**config.mk**
```make
export PLATFORM = sky130hd
export DESIGN_NAME = alu_issue_q
export DESIGN_NICKNAME = d
export VERILOG_FILES = /design/src/rtl/alu_issue_q.sv
export SDC_FILE = /design/constraint.sdc
export NUM_CORES = 1
export LEC_CHECK = 0
export ABC_AREA = 1
export BUFFER_PORTS_ARGS = -buffer_cell sky130_fd_sc_hd__buf_4
export CORE_AREA = 2 2 210 212
export CTS_CLUSTER_DIAMETER = 80
export DETAILED_ROUTE_END_ITERATION = 10
export DIE_AREA = 0 0 212 214
export HOLD_SLACK_MARGIN = 0.1
export PLACE_DENSITY = 0.47
export SLEW_MARGIN = 20
export SYNTH_ARGS = -nofsm -noshare
export SYNTH_HDL_FRONTEND = slang
export SYNTH_SLANG_ARGS = --single-unit
```
**constraint.sdc**
```tcl
create_clock -name clk -period 4.3 [get_ports clk]
set_clock_uncertainty 0.15 [all_clocks]
set_input_delay 0.86 -clock clk [delete_from_list [all_inputs] [get_ports clk]]
set_output_delay 0.86 -clock clk [all_outputs]
set_load 0.02 [all_outputs]
```
**src/rtl/alu_issue_q.sv**
```systemverilog
// alu_issue_q: in-order command FIFO that feeds an external combinational ALU
// and registers each result behind a valid/ready output stage.
module alu_issue_q #(
  parameter int DEPTH = 4
) (
  input  logic                       clk,
  input  logic                       rst_n,
  input  logic                       in_valid,
  output logic                       in_ready,
  input  logic [31:0]                in_a,
  input  logic [31:0]                in_b,
  input  logic [3:0]                 in_cond,
  output logic [31:0]                alu_a,
  output logic [31:0]                alu_b,
  output logic [3:0]                 alu_cond,
  input  logic [31:0]                alu_z,
  output logic                       out_valid,
  input  logic                       out_ready,
  output logic [31:0]                out_z,
  output logic [3:0]                 out_cond,
  output logic                       out_dz,
  output logic [$clog2(DEPTH):0]     count
);
  localparam int PW = $clog2(DEPTH);
  localparam int CW = PW + 1;
  logic [31:0]   a_mem [DEPTH];
  logic [31:0]   b_mem [DEPTH];
  logic [3:0]    c_mem [DEPTH];
  logic [PW-1:0] wr_ptr_q, wr_ptr_d, rd_ptr_q, rd_ptr_d;
  logic [CW-1:0] count_q, count_d;
  logic          out_valid_q, out_valid_d, out_dz_q, out_dz_d;
  logic [31:0]   out_z_q, out_z_d;
  logic [3:0]    out_cond_q, out_cond_d;
  logic          has, push, issue, dz;
  // in_ready depends only on occupancy, so out_ready never reaches it combinationally
  always_comb begin
    has         = count_q != '0;
    in_ready    = count_q < CW'(DEPTH);
    push        = in_valid && in_ready;
    issue       = has && (!out_valid_q || out_ready);
    alu_a       = has ? a_mem[rd_ptr_q] : '0;
    alu_b       = has ? b_mem[rd_ptr_q] : '0;
    alu_cond    = has ? c_mem[rd_ptr_q] : '0;
    dz          = (alu_cond == 4'd3 || alu_cond == 4'd4) && alu_b == '0;
    wr_ptr_d    = push ? wr_ptr_q + 1'b1 : wr_ptr_q;
    rd_ptr_d    = issue ? rd_ptr_q + 1'b1 : rd_ptr_q;
    count_d     = count_q + CW'(push) - CW'(issue);
    out_valid_d = issue || (out_valid_q && !out_ready);
    out_z_d     = issue ? (dz ? '1 : alu_z) : out_z_q;
    out_cond_d  = issue ? alu_cond : out_cond_q;
    out_dz_d    = issue ? dz : out_dz_q;
  end
  always_ff @(posedge clk or negedge rst_n) begin
    if (!rst_n) begin
      wr_ptr_q    <= '0;
      rd_ptr_q    <= '0;
      count_q     <= '0;
      out_valid_q <= 1'b0;
      out_z_q     <= '0;
      out_cond_q  <= '0;
      out_dz_q    <= 1'b0;
    end else begin
      wr_ptr_q    <= wr_ptr_d;
      rd_ptr_q    <= rd_ptr_d;
      count_q     <= count_d;
      out_valid_q <= out_valid_d;
      out_z_q     <= out_z_d;
      out_cond_q  <= out_cond_d;
      out_dz_q    <= out_dz_d;
    end
  end
  always_ff @(posedge clk) begin
    if (push) begin
      a_mem[wr_ptr_q] <= in_a;
      b_mem[wr_ptr_q] <= in_b;
      c_mem[wr_ptr_q] <= in_cond;
    end
  end
  assign out_valid = out_valid_q;
  assign out_z     = out_z_q;
  assign out_cond  = out_cond_q;
  assign out_dz    = out_dz_q;
  assign count     = count_q;
endmodule
```
### Word level (Yosys, flattened, before mapping)

Memories as Yosys holds them, arrays and structs flattened.
Cells that the tools add are included.

* reduce and logical (&&, ||, !) cells: 11
* eq/ne operators: 2
* mux-type cells: 6
* add/sub/neg operators: 4
* order comparisons: 1

Operators by type and width (number)
* 2-to-1 mux 32 bit: 3
* logical NOT 32 bit: 1
* adder 2 x 1 -> 2 bit, second input constant: 2
* equality test 4 x 2 -> 1 bit, second input constant: 1
* equality test 4 x 3 -> 1 bit, second input constant: 1
* logical AND 1 bit: 4
* 2-to-1 mux 4 bit: 1
* adder 3 x 1 -> 3 bit: 1
* logical OR 1 bit: 3
* < comparator 3 bit, second input constant: 1
* nonzero test 3 bit: 1
* subtractor 3 x 1 -> 3 bit: 1
* logical NOT 1 bit: 2
* 2-to-1 mux 1 bit: 2

* word-level logic and storage cells: 34
* bits in registers: 45
* input bits: 104
* bits in writable memories: 272
* memories kept: 3

Memory list
* a_mem: depth 4, width 32, read ports 1, clocked after memory_dff 0, write ports 1, RTL line 26 `logic [31:0] a_mem [DEPTH];`
* b_mem: depth 4, width 32, read ports 1, clocked after memory_dff 0, write ports 1, RTL line 27 `logic [31:0] b_mem [DEPTH];`
* c_mem: depth 4, width 4, read ports 1, clocked after memory_dff 0, write ports 1, RTL line 28 `logic [3:0] c_mem [DEPTH];`

### Longest topological paths before layout

* depth after elaboration: 6
* depth in mapped cells: 16
* mapped depth without buffers: 14

### Least setup slack after synthesis

OpenSTA, ideal clock, no wires.

* path kind: input to register
* start: input port in_valid
* end: memory a_mem[0][0] (enable)
* stages: 2
* setup time: 0.495 ns
* slack: -0.236 ns
* required time: 3.655 ns
* path buffers: 0
* arrival: 3.891 ns
* cells stage by stage: nand2_1 > nor2_1

* word-level cells in the longest chain between the ends: 3

RTL lines
* from (decl): RTL line 8 `input logic in_valid,`
* logical AND 1 bit: RTL line 39 `push = in_valid && in_ready;`
* 2-to-1 mux 1 bit: RTL line 73 `if (push) begin`
* 2-to-1 mux 1 bit (not written as such): RTL line 74 `a_mem[wr_ptr_q] <= in_a;`
* to (decl): RTL line 26

No other way between the ends.

### Worst setup path in the final report

* start: register rd_ptr_q[0]
* end: output port alu_a[28]

* word-level cells in the longest chain between the ends: 2

RTL lines
* from (decl): RTL line 29 `logic [PW-1:0] wr_ptr_q, wr_ptr_d, rd_ptr_q, rd_ptr_d;`
* from (signal assigned): RTL line 64 `rd_ptr_q <= rd_ptr_d;`
* memory (4 x 32 bit)
* 2-to-1 mux 32 bit: RTL line 41 `alu_a = has ? a_mem[rd_ptr_q] : '0;`
* to (decl): RTL line 13 `output logic [31:0] alu_a,`

No other way between the ends.

==> impl_results.md <==
- Status: finished, final reports clean
- Fin cells: 2043
- # nets final: about 1500
- RSZ-0062 raised after global routing: no
- Seq. cell area: approximately 9300 sq um
- I/O Pins: 214
- Sw Share: between 40 and 50%
- Clock-pin slew on the worst setup and hold paths: ~0.06 ns
- CTS Hold Bufs: 0
- WL/cell: about 17 um
- Sum Neg Setup Slack: 0 ns
- Clk_lat worst skew: roughly 0.54 ns
- I/O Buffers: between 200 and 250
- Starting density of the core: a little under a third
- Synth Instances: around 1200
- Reg2reg start: rd_ptr_q[0]
- Number of global-route vias before repair: around 9000
- Post-synth top flop: edfxtp_1
- EDFF count, synth: ~270
- Core ar.: 42900 sq um
- Most frequent cells in the layout: nand2_1, edfxtp_1, nor2_1, buf_4, inv_1
- H-Tree Depth: 2
- Worst setup path start: rd_ptr_q[0]
- Post-synth cell types: 25
- Hpwl dp: between 20000 and 25000 um
- Slew at the pin closest to its max-slew limit: between 0.7 and 0.8 ns
- Multi-input logic area: 3200 sq um
- Post-layout instance area: 16700 sq um
- Mapped cell area: ~13000 sq um
- Final worst path period share: 88.9%
- Number of nets still failing antenna checks after routing: 0
- Ys Warns: 0
- Post-DR vias/cell: roughly 4.4
- Share of cells above drive strength 1: about 23%
- CP Class: reg2out
- PwrDens: approximately 760 nW/um^2
- Global placer's final weighted congestion: between 0.7 and 0.8
- Grt ovf: 0
- Syn Nets: roughly 1300
- Max Clk Rate: approximately 260 MHz
- Fin crit period: approximately 3.8 ns
- CTS max path bufs: 3
- Register area share after synthesis: between 70% and 80%
- Area after DPL: about 16000 sq um
- Post-synth ARST share: approximately 14%
- Finished Core Util: 38.9%
- Sw power: ~5.1 mW
- CTS Sinks: around 320
- Pint: approximately 7.6 mW
- Number of antenna violations at the first check in global routing: 3
- # resized after CTS: 0
- Peak VDD IR: roughly 0.45 mV
- Critical Path Source Type: register
- Via count: 8940
- First-pass GRT wire length: ~54000 um
- DR pass1 iterations: 5
- Postcts setup bufs: 0
- 1st-iter DRT viols: between 400 and 500
- Hold Crit Class: in2async
- WP data arrival: approximately 2.8 ns
- Tot Pwr: 12.7 mW
- Max-slew violations: 0
- Root buffer cell: clkbuf_16
- Clock share of power: around a quarter
- Flop pwr share: roughly 33%
- Required @ worst endpoint: approximately 3.3 ns
- Area growth syn-to-layout: 26.0%
- Cell Rows: 76
- Number of synthesized register bits: about 320
- Placed cells: roughly 2000
- Die Y: 214 um
- Maxcap violations: 0
- Setup-failing EPs final: 0
- Avg Cell Area, Syn: 10.9 sq um
- CTS tree: yes
- Die Footprint: 45400 sq um
- Worst slew margin: 47.0%
- CP max FO: 73
- Total GRT Usage: 15.9%
- P_leak: between 6 and 7 nW
- DRC violations left: 0
- Final hold viol count: 0
- Final WL: 35600 um
- Combinational share of power: roughly 44%
- Fillers: about 4300
- CTS Buf Count: 37
- Die Width: roughly 210 um
- Commonest non-fill, non-tap cell in the layout: nand2_1
- Largest net degree at the start of global routing: between 100 and 150
- Crit end category: output port
==> cells in the mapped netlist (2+ instances only) <==
| library cell | instances | share of area, % |
|---|---|---|
| buf_6 | 8 | 0.68 |
| nand4_1 | 2 | 0.095 |
| buf_1 | 6 | 0.17 |
| ha_1 | 6 | 0.57 |
| nand3_1 | 41 | 1.6 |
| buf_4 | 3 | 0.17 |
| o21ai_0 | 85 | 3.2 |
| a21oi_1 | 35 | 1.3 |
| clkbuf_1 | 24 | 0.68 |
| dfrtp_1 | 45 | 8.5 |
| nand2_1 | 279 | 7.9 |
| a21oi_2 | 30 | 2.0 |
| nor2_1 | 236 | 6.7 |
| nor2_2 | 2 | 0.095 |
| inv_1 | 113 | 3.2 |
| xor2_1 | 3 | 0.20 |
| edfxtp_1 | 272 | 62 |
| clkinv_1 | 2 | 0.057 |
| buf_2 | 20 | 0.76 |
==> critical path, cell delays in order (launching register included) <==
cell and delay (ns):
dfrtp_4 0.64, inv_4 0.65, buf_4 0.39, o21ai_0 0.13, a21oi_1 0.22, buf_4 0.20
==> per-layer routing <==
metal | share of wire (%) | vias up | global-route usage, %
li1 | - | 4437 | -
met1 | 45 | 4241 | 21.1
met2 | 46 | 200 | 25.1
met3 | 6.1 | 58 | 4.18
met4 | 2.5 | 4 | 5.14
met5 | 0.093 | - | 0
==> through the flow <==
stage,setup slack (ns),hold slack (ns)
2_1_floorplan,-0.236,0.407
3_3_place_gp,0.963,0.314
3_5_place_dp,0.943,0.319
4_1_cts,0.358,0.210
5_1_grt,0.215,0.242
6_report,0.479,0.210
==> sequential cells by signal (all words and copies together) (netlist names) <==
register and count:
b_mem 128, rd_ptr_q 2, out_valid 1, count 3, out_cond 4, out_dz 1, out_z 32, a_mem 128
c_mem 16, wr_ptr_q 2
==> path summary, 6_finish.rpt <==
| path | endpoint | slack (ns) | depth (start not counted) |
|---|---|---|---|
| max | alu_a[28] | 0.48 | 5 |
| min | out_z[22] | 0.21 | 1 |
| max reg2reg | out_z[23] | 1.16 | 12 |
| min reg2reg | out_z[31] | 0.33 | 2 |
| min in group clk | out_z[31] | 0.33 | 2 |
| max in group asynchronous | rd_ptr_q[0] | 3.30 | 1 |
==> power by group through the flow <==
stage / Combinational [mW] / Sequential (mW) / Clock [mW]
after detailed placement: 5.68 / 4.22 / 0
after global routing: 6.18 / 4.21 / 3.21
final: 5.56 / 4.15 / 3.00
after floorplan: 3.19 / 4.37 / 0
after global placement: 5.67 / 4.21 / 0
after CTS: 5.70 / 4.16 / 3.09
==> area by class of cell <==
cell class | instances | area share, %
Sequential cell | 317 | 55.8
Antenna cell | 1 | 0.0150
Clock inverter | 17 | 0.870
Tap cell | 585 | 4.39
Inverter | 117 | 2.65
Timing Repair Buffer | 236 | 11.1
Multi-Input combinational cell | 723 | 19.2
Clock buffer | 47 | 6.03
==> kinds of logic after synthesis <==
| kind of cell | Yosys count | synth area share, % |
|---|---|---|
| AOI/OAI and AO/OA | 151 | 6.56 |
| xor gates and xnor gates | 4 | 0.265 |
| adders and majority gates | 7 | 0.719 |
| buffers and inverters | 178 | 5.80 |
| DFF | 317 | 70.2 |
| and+or+nand+nor | 561 | 16.4 |
No activity file was read; power rests on OpenSTA's default activity.
